### config.mk
export PLATFORM = sky130hd
export DESIGN_NAME = alu_acc_seg
export DESIGN_NICKNAME = d
export VERILOG_FILES = /design/src/rtl/alu_acc_pkg.sv /design/src/rtl/seg7_hex_decoder.sv /design/src/rtl/alu_acc_seg.sv
export SDC_FILE = /design/constraint.sdc
export NUM_CORES = 1
export LEC_CHECK = 0
export ABC_AREA = 1
export CORE_ASPECT_RATIO = 1.5
export CORE_MARGIN = 2
export CORE_UTILIZATION = 40
export CTS_CLUSTER_DIAMETER = 30
export DETAILED_ROUTE_END_ITERATION = 7
export PLACE_DENSITY = 0.58
export SYNTH_ARGS = -nofsm -noshare
export SYNTH_HDL_FRONTEND = slang
export SYNTH_SLANG_ARGS = --single-unit
### constraint.sdc
create_clock -name clk -period 2.41 [get_ports clk]
set_input_delay 0.482 -clock clk [delete_from_list [all_inputs] [get_ports clk]]
set_output_delay 0.482 -clock clk [all_outputs]
set_load 0.02 [all_outputs]
### src/rtl/alu_acc_pkg.sv
// Shared definitions for the accumulator ALU with scanning hex display.
// Op codes and active-low {g,f,e,d,c,b,a} segment patterns.
package alu_acc_pkg;

    localparam logic [2:0] OP_LOAD = 3'd0;
    localparam logic [2:0] OP_ADD  = 3'd1;
    localparam logic [2:0] OP_SUB  = 3'd2;
    localparam logic [2:0] OP_AND  = 3'd3;
    localparam logic [2:0] OP_OR   = 3'd4;
    localparam logic [2:0] OP_XOR  = 3'd5;
    localparam logic [2:0] OP_SLL  = 3'd6;
    localparam logic [2:0] OP_CLR  = 3'd7;

    localparam logic [6:0] SEG_BLANK = 7'b1111111;

    // Entry n is the pattern for hex digit n (index 15 listed first).
    localparam logic [15:0][6:0] SEG_HEX = {
        7'b0001110, // F
        7'b0000110, // E
        7'b0100001, // d
        7'b1000110, // C
        7'b0000011, // b
        7'b0001000, // A
        7'b0010000, // 9
        7'b0000000, // 8
        7'b1111000, // 7
        7'b0000010, // 6
        7'b0010010, // 5
        7'b0011001, // 4
        7'b0110000, // 3
        7'b0100100, // 2
        7'b1111001, // 1
        7'b1000000  // 0
    };

    function automatic logic [6:0] hex_pattern(input logic [3:0] nibble);
        return SEG_HEX[nibble];
    endfunction

endpackage

### src/rtl/seg7_hex_decoder.sv
// Combinational nibble to active-low 7-segment pattern decoder.
module seg7_hex_decoder
    import alu_acc_pkg::*;
(
    input  logic [3:0] nibble,
    output logic [6:0] seg
);

    always_comb begin
        seg = hex_pattern(nibble);
    end

endmodule

### src/rtl/alu_acc_seg.sv
// Registered accumulator ALU with carry/overflow/zero flags and a
// time-multiplexed multi-digit hex display with one-hot active-low anodes.
module alu_acc_seg
    import alu_acc_pkg::*;
#(
    parameter int WIDTH    = 8,
    parameter int DIGITS   = 2,
    parameter int SCAN_DIV = 100000
) (
    input  logic              clk,
    input  logic              rst,
    input  logic              en,
    input  logic [2:0]        op,
    input  logic [WIDTH-1:0]  num1,
    output logic [WIDTH-1:0]  ans,
    output logic              zero,
    output logic              carry,
    output logic              ovf,
    output logic [DIGITS-1:0] an,
    output logic [6:0]        seg
);

    localparam int SW = $clog2(WIDTH);
    localparam int CW = (SCAN_DIV > 1) ? $clog2(SCAN_DIV) : 1;
    localparam int DW = (DIGITS > 1) ? $clog2(DIGITS) : 1;
    localparam int PW = (4 * DIGITS > WIDTH) ? 4 * DIGITS : WIDTH;

    localparam logic [CW-1:0] CNT_LAST = CW'(SCAN_DIV - 1);
    localparam logic [DW-1:0] IDX_LAST = DW'(DIGITS - 1);

    logic [WIDTH-1:0] acc;
    logic [WIDTH:0]   sum;
    logic [WIDTH:0]   diff;
    logic [WIDTH-1:0] res;
    logic             res_c;
    logic             res_v;
    logic             a_msb;
    logic             b_msb;

    logic [CW-1:0]    cnt;
    logic [DW-1:0]    idx;
    logic [PW-1:0]    padded;
    logic [3:0]       nibble;
    logic             hit;
    logic [6:0]       dec_seg;

    // ---------------- ALU ----------------
    assign sum   = {1'b0, acc} + {1'b0, num1};
    assign diff  = {1'b0, acc} - {1'b0, num1};
    assign a_msb = acc[WIDTH-1];
    assign b_msb = num1[WIDTH-1];

    always_comb begin
        res   = acc;
        res_c = 1'b0;
        res_v = 1'b0;
        unique case (op)
            OP_LOAD: res = num1;
            OP_ADD: begin
                res   = sum[WIDTH-1:0];
                res_c = sum[WIDTH];
                res_v = (a_msb == b_msb) && (sum[WIDTH-1] != a_msb);
            end
            OP_SUB: begin
                // diff[WIDTH] is the borrow out of the unsigned subtract
                res   = diff[WIDTH-1:0];
                res_c = diff[WIDTH];
                res_v = (a_msb != b_msb) && (diff[WIDTH-1] != a_msb);
            end
            OP_AND: res = acc & num1;
            OP_OR:  res = acc | num1;
            OP_XOR: res = acc ^ num1;
            OP_SLL: res = acc << num1[SW-1:0];
            OP_CLR: res = '0;
            default: res = acc;
        endcase
    end

    always_ff @(posedge clk) begin
        if (rst) begin
            acc   <= '0;
            carry <= 1'b0;
            ovf   <= 1'b0;
        end else if (en) begin
            acc   <= res;
            carry <= res_c;
            ovf   <= res_v;
        end
    end

    assign ans  = acc;
    assign zero = (acc == '0);

    // ---------------- display scan ----------------
    always_ff @(posedge clk) begin
        if (rst) begin
            cnt <= '0;
            idx <= '0;
        end else if (cnt == CNT_LAST) begin
            cnt <= '0;
            idx <= (idx == IDX_LAST) ? '0 : idx + 1'b1;
        end else begin
            cnt <= cnt + 1'b1;
        end
    end

    // Nibbles above WIDTH read as zero via the zero-extended copy.
    always_comb begin
        padded = PW'(acc);
        nibble = 4'h0;
        hit    = 1'b0;
        for (int i = 0; i < DIGITS; i++) begin
            if (idx == DW'(i)) begin
                nibble = padded[4*i +: 4];
                hit    = 1'b1;
            end
        end
    end

    seg7_hex_decoder u_dec (
        .nibble (nibble),
        .seg    (dec_seg)
    );

    always_comb begin
        an  = ~(DIGITS'(1) << idx);
        seg = hit ? dec_seg : SEG_BLANK;
    end

endmodule
Word-level counts from Yosys, hierarchy flattened
Memories as Yosys holds them, arrays and structs flattened.
Index checks and enable logic that the tools add are counted.

operators by class
  $add $sub $neg = 4
  $lt $le $gt $ge = 1
  equality and inequality tests = 12
  shift operators = 2
  multiplexer cells = 6
  bitwise gates (word level) = 4
  reductions and logical operators = 5

operators with widths
  cell                                                        number
  one-hot mux 8 bit (8 select lines)                          1
  adder 17 x 1 -> 17 bit, second input constant               1
  == test 17 bit, second input constant                       1
  == test 3 bit, second input constant                        4
  adder 8 x 8 -> 9 bit                                        1
  subtractor 8 x 8 -> 9 bit                                   1
  AND 8 bit                                                   1
  logical NOT 8 bit                                           1
  bitwise OR 8 bit                                            1
  left shift 8 x 3 -> 8 bit                                   1
  XOR 8 bit                                                   1
  two-way mux 7 bit                                           1
  == test 3 x 2 -> 1 bit, second input constant               2
  less-than comparator 4 x 5 -> 1 bit, second input constant  1
  two-way mux 4 bit                                           1
  one-hot mux 1 bit (2 select lines)                          2
  == test 3 x 1 -> 1 bit, second input constant               1
  logical NOT 3 bit                                           1
  inequality test 1 bit                                       3
  logical AND 1 bit                                           2
  inverter 2 bit                                              1
  OR reduction 2 bit                                          1
  left shift 1 x 1 -> 2 bit, first input constant             1
  adder 1 bit, second input constant                          1
  2 further kinds                                             2

storage, ports and cells
  register bits after elaboration = 28
  memory bits (read-only) = 112
  output and inout port bits = 20
  memories = 1

memory list
  memory           words  width  read ports  clocked after Yosys merged registers in  write ports  line               RTL
  (no name shown)  16     7      1           0                                        0            alu_acc_pkg.sv:37  return SEG_HEX[nibble];

Longest topological paths before layout
Gate-level depths: netlist of run 1.

  depth after elaboration = 4
  gate-level depth with buffers = 13
  mapped depth without buffers = 13

By module
From an unflattened synthesis of run 1, not the netlist that was laid out.

second synthesis, totals
  cells, all modules = 505
  area total of the unflattened synthesis = 3080.5 µm²

by module, submodules not included
  module            instances  cells each  area an instance (µm²)  sequential area each (µm²)
  alu_acc_seg       1          456         2806.4                  560.5
  seg7_hex_decoder  1          49          274.0                   0.0

Worst setup path before layout of run 1
OpenSTA, ideal clock, no wires.

  path type = register -> output
  start = register idx
  end = output port seg[3]
  data arrival time = 1.884 ns
  data required time = 1.928 ns
  path slack = 0.044 ns
  stages on the path, launching flop included = 7
  cell sequence = dfxtp_1 -> buf_2 -> o21ai_0 -> ha_1 -> inv_1 -> nor2_1 -> o21ai_0

on the way
  cells in the longest elaborated chain, start to end = 3

RTL lines
  item                                     line                RTL
  from (decl)                              alu_acc_seg.sv:41   logic [DW-1:0] idx;
  from (signal assigned)                   alu_acc_seg.sv:101  idx <= (idx == IDX_LAST) ? '0 : idx + 1'b1;
  two-way mux 4 bit                        alu_acc_seg.sv:113  if (idx == DW'(i)) begin
  memory read (16 x 7 bit)                 n/a
  two-way mux 7 bit (implied by the code)  alu_acc_pkg.sv:37
  to (decl)                                alu_acc_seg.sv:20   output logic [6:0] seg

Every way passes these cells. The select of a mux whose other input is x is not followed.

Worst setup path in the final report of run 1
Ends and elaborated chain as after synthesis.

==> results.txt, run 1 <==
EDFF count, synth: 0
Synth area leader: dfxtp_1
port buffer count: 33
Final min period: 2.30 ns
Hold Crit Class: reg2reg
CTS Buf Count: 3
status: finished, final reports clean
CTS tree: done
Tot Pwr: 1.54 mW
async set-reset flop share out of synthesis: 0%
Clock Tree Buf Depth: 2
Routed Antenna Nets: 0
initial antenna violation count: 0
post-synthesis sequential area ratio: 17.8%
Worst-path clk slew: 0.07 ns
Initial DRC Count: 214
Pwr per Cell Area: 379 nW/µm²
Synth Warn #: 0
non-filler cells, final: 684
crit-path cells: buf_6, nand2_1, o21ai_1, buf_4, buf_6, ha_1, inv_1, nor2_1, o21ai_0, buf_2
site row count: 39
Netlist cell types: 46
first-pass GRT wire length: 15600 µm
Post-Syn Nets: 545
most used cell, CP: buf_6
synth top area cells: dfxtp_1 (18%), nand2_1 (14%), ha_1 (13%)
I/O pin total: 34
Clock Latency Late Sink: 0.26 ns
gpl congestion: 0.980
critical path arrival: 1.82 ns
Post-synth top flop: dfxtp_1
#FFs+latches synth: 28
actual slew at the worst max-slew pin: 0.350 ns
NumNets Final: 632
nature of the critical path startpoint: flop
fmax: 435 MHz
die area: 8630 µm²
core region area: 7610 µm²
DR vias: 3453
total gr overflow: 0
WS Path Type: reg2out
Largest stage delay, worst path: 0.34 ns
Vias/cell: 5.05
Critical Path RT: 1.93 ns
total inserted antenna cells: 0
Slew HR: 76.6%
area share of the largest cell type after synthesis: 17.8%
# DRC: 0
Worst Setup End Kind: output pin
Fin Clk Skew: 0.00432 ns
area of the multi-input gates: 2200 µm²
Post-Place Cells: 679
Final Hold Fails: 0
CTS Hold Bufs: 0
H-tree depth: 1
Routed WL per cell: 13.7 µm
Area growth syn-to-layout: 28.8%
routed wire length: 9390 µm
Final WS setup: 0.113 ns
count of max-cap constraint violations: 0
VDD IR max: 0.000370 V
Max Transition Viols Final: 0
Mapped Area: 3150 µm²
DP HPWL: 7880 µm
pin count of the biggest net entering global routing: 17
setup_tns: 0 ns
Die H: 113 µm
Starting Density: 41.4%
# setup viols final: 0
Lkg Pwr: 2.00 nW
die outline width: 76.5 µm
filler cell count: 808
Worst Path Max Fanout: 6
Post-Syn Area per Cell: 6.36 µm²
root buffer cell: clkbuf_16
share of cells above drive strength 1: 22.5%
Clock Sinks: 28
vias in the first global route: 3459
Mapped Cells: 496
area occupied by registers: 562 µm²
fin crit share: 95.3%
Total GRT Usage: 22.0%
pre-CTS setup slack: -0.0949 ns
Slowest-stage cell, CP: dfxtp_2
drt pass-1 iters: 8
==> flip-flops by register name (all words and copies together) (netlist names) <==
signal and count:
idx 1, ans 8, carry 1, ovf 1
cnt 17
==> critical path, delay by kind of cell, from the launching register on <==
family / cells / cell delay [ns]
compound gates: 2 / 0.21
fa+ha+maj: 1 / 0.26
buf+inv: 5 / 0.63
flops: 1 / 0.34
simple gates: 2 / 0.10
==> where the power goes <==
| group | total, mW | switching (mW) | leakage [nW] | internal, mW |
|---|---|---|---|---|
| registers | 0.487 | 0.00897 | 0.228 | 0.478 |
| clock network | 0.409 | 0.155 | 0.0442 | 0.254 |
| logic | 0.641 | 0.370 | 1.73 | 0.271 |
==> synth_stat cells (3+ instances only) <==
cell        n
buf_2       4
nor2_1     39
nor2_4      5
buf_6       5
nor3_2      4
nand2_2     9
nand4_1    13
o21ai_1    12
o22ai_1     4
o21a_1      4
o211ai_1    4
inv_1      62
dfxtp_1    28
buf_4       3
inv_2      14
nand2_1   117
ha_1       33
nand3_2     4
o21ai_0    18
nand3_1    50
a21oi_1    27
xor2_1      5
==> metrics by stage <==
stage	instance area, µm²	hold WS, ns	utilization (%)
4_1_cts	4050	0.455	53.3
5_1_grt	4060	0.482	53.4
6_report	4060	0.457	53.4
3_3_place_gp	3970	0.427	52.2
3_5_place_dp	3970	0.444	52.2
2_1_floorplan	3150	0.417	-
==> layer usage <==
layer | wire length (µm) | vias to the layer above | track usage, %
met2 | 5160 | 78 | 44.5
met1 | 3660 | 1582 | 22.6
met5 | 0 | - | 0
met4 | 287 | 0 | 9.33
met3 | 284 | 19 | 1.83
li1 | - | 1774 | -
==> logic make-up (layout without fill, tap and decap cells) <==
kind of cell,after synthesis,after routing,synth area share (%)
and+or+nand+nor,255,255,39.0
DFF,28,28,17.8
adders and majority gates,35,35,14.4
AOI/OAI and AO/OA,77,77,14.0
xor gates and xnor gates,6,6,1.67
buffers and inverters,95,181,13.2
==> final cells by class <==
| type | instances | share of cell area (%) |
|---|---|---|
| tap | 102 | 3.14 |
| timing repair buffer | 96 | 19.2 |
| inverter | 81 | 7.64 |
| multi-input combinational | 373 | 54.0 |
| clock buffer | 4 | 2.19 |
| sequential | 28 | 13.8 |
==> timing repair <==
action / 4_1_cts / 5_1_grt
gates resized for setup: 24 / 18
cloned: 0 / 0
setup endpoints to repair: 7 / 8
buffers inserted: 1 / 0
pin swaps: 0 / 1
==> path summary, 6_finish.rpt <==
check / startpoint / to / slack (ns) / cells after the start
setup / recovery: idx / seg[3] / 0.11 / 10
hold / removal: cnt[0] / cnt[0] / 0.46 / 1
setup reg to reg: ans[3] / ans[4] / 0.40 / 11
hold reg to reg: cnt[0] / cnt[0] / 0.46 / 1
==> cells in the final DEF (no fill, tap or decap), drive strengths merged <==
master and instances:
a211oi 1, a21oi 29, a31oi 1, and2 2
and3 1, buf 67, clkbuf 7, clkdlybuf4s50 26
clkinv 3, dfxtp 28, fa 2, ha 33
inv 78, nand2 126, nand3 54, nand3b 2
nand4 13, nor2 44, nor3 7, nor3b 2
nor4 1, o211ai 4, o21a 4, o21ai 32
o21bai 1, o221ai 1, o22ai 4, or2 3
xnor2 1, xor2 5
(Power assumes the default switching activity.)
==> inputs of run 2 (changes only) <==
- HOLD_SLACK_MARGIN: not set -> 0.02
==> results of run 2 <==
Same layout as run 1: the final DEF is identical, and so are final timing and power.
==> inputs of run 3 (changes only) <==
- HOLD_SLACK_MARGIN: 0.02 -> 0.08
==> results of run 3 <==
Same layout as run 1: the final DEF is identical, and so are final timing and power.
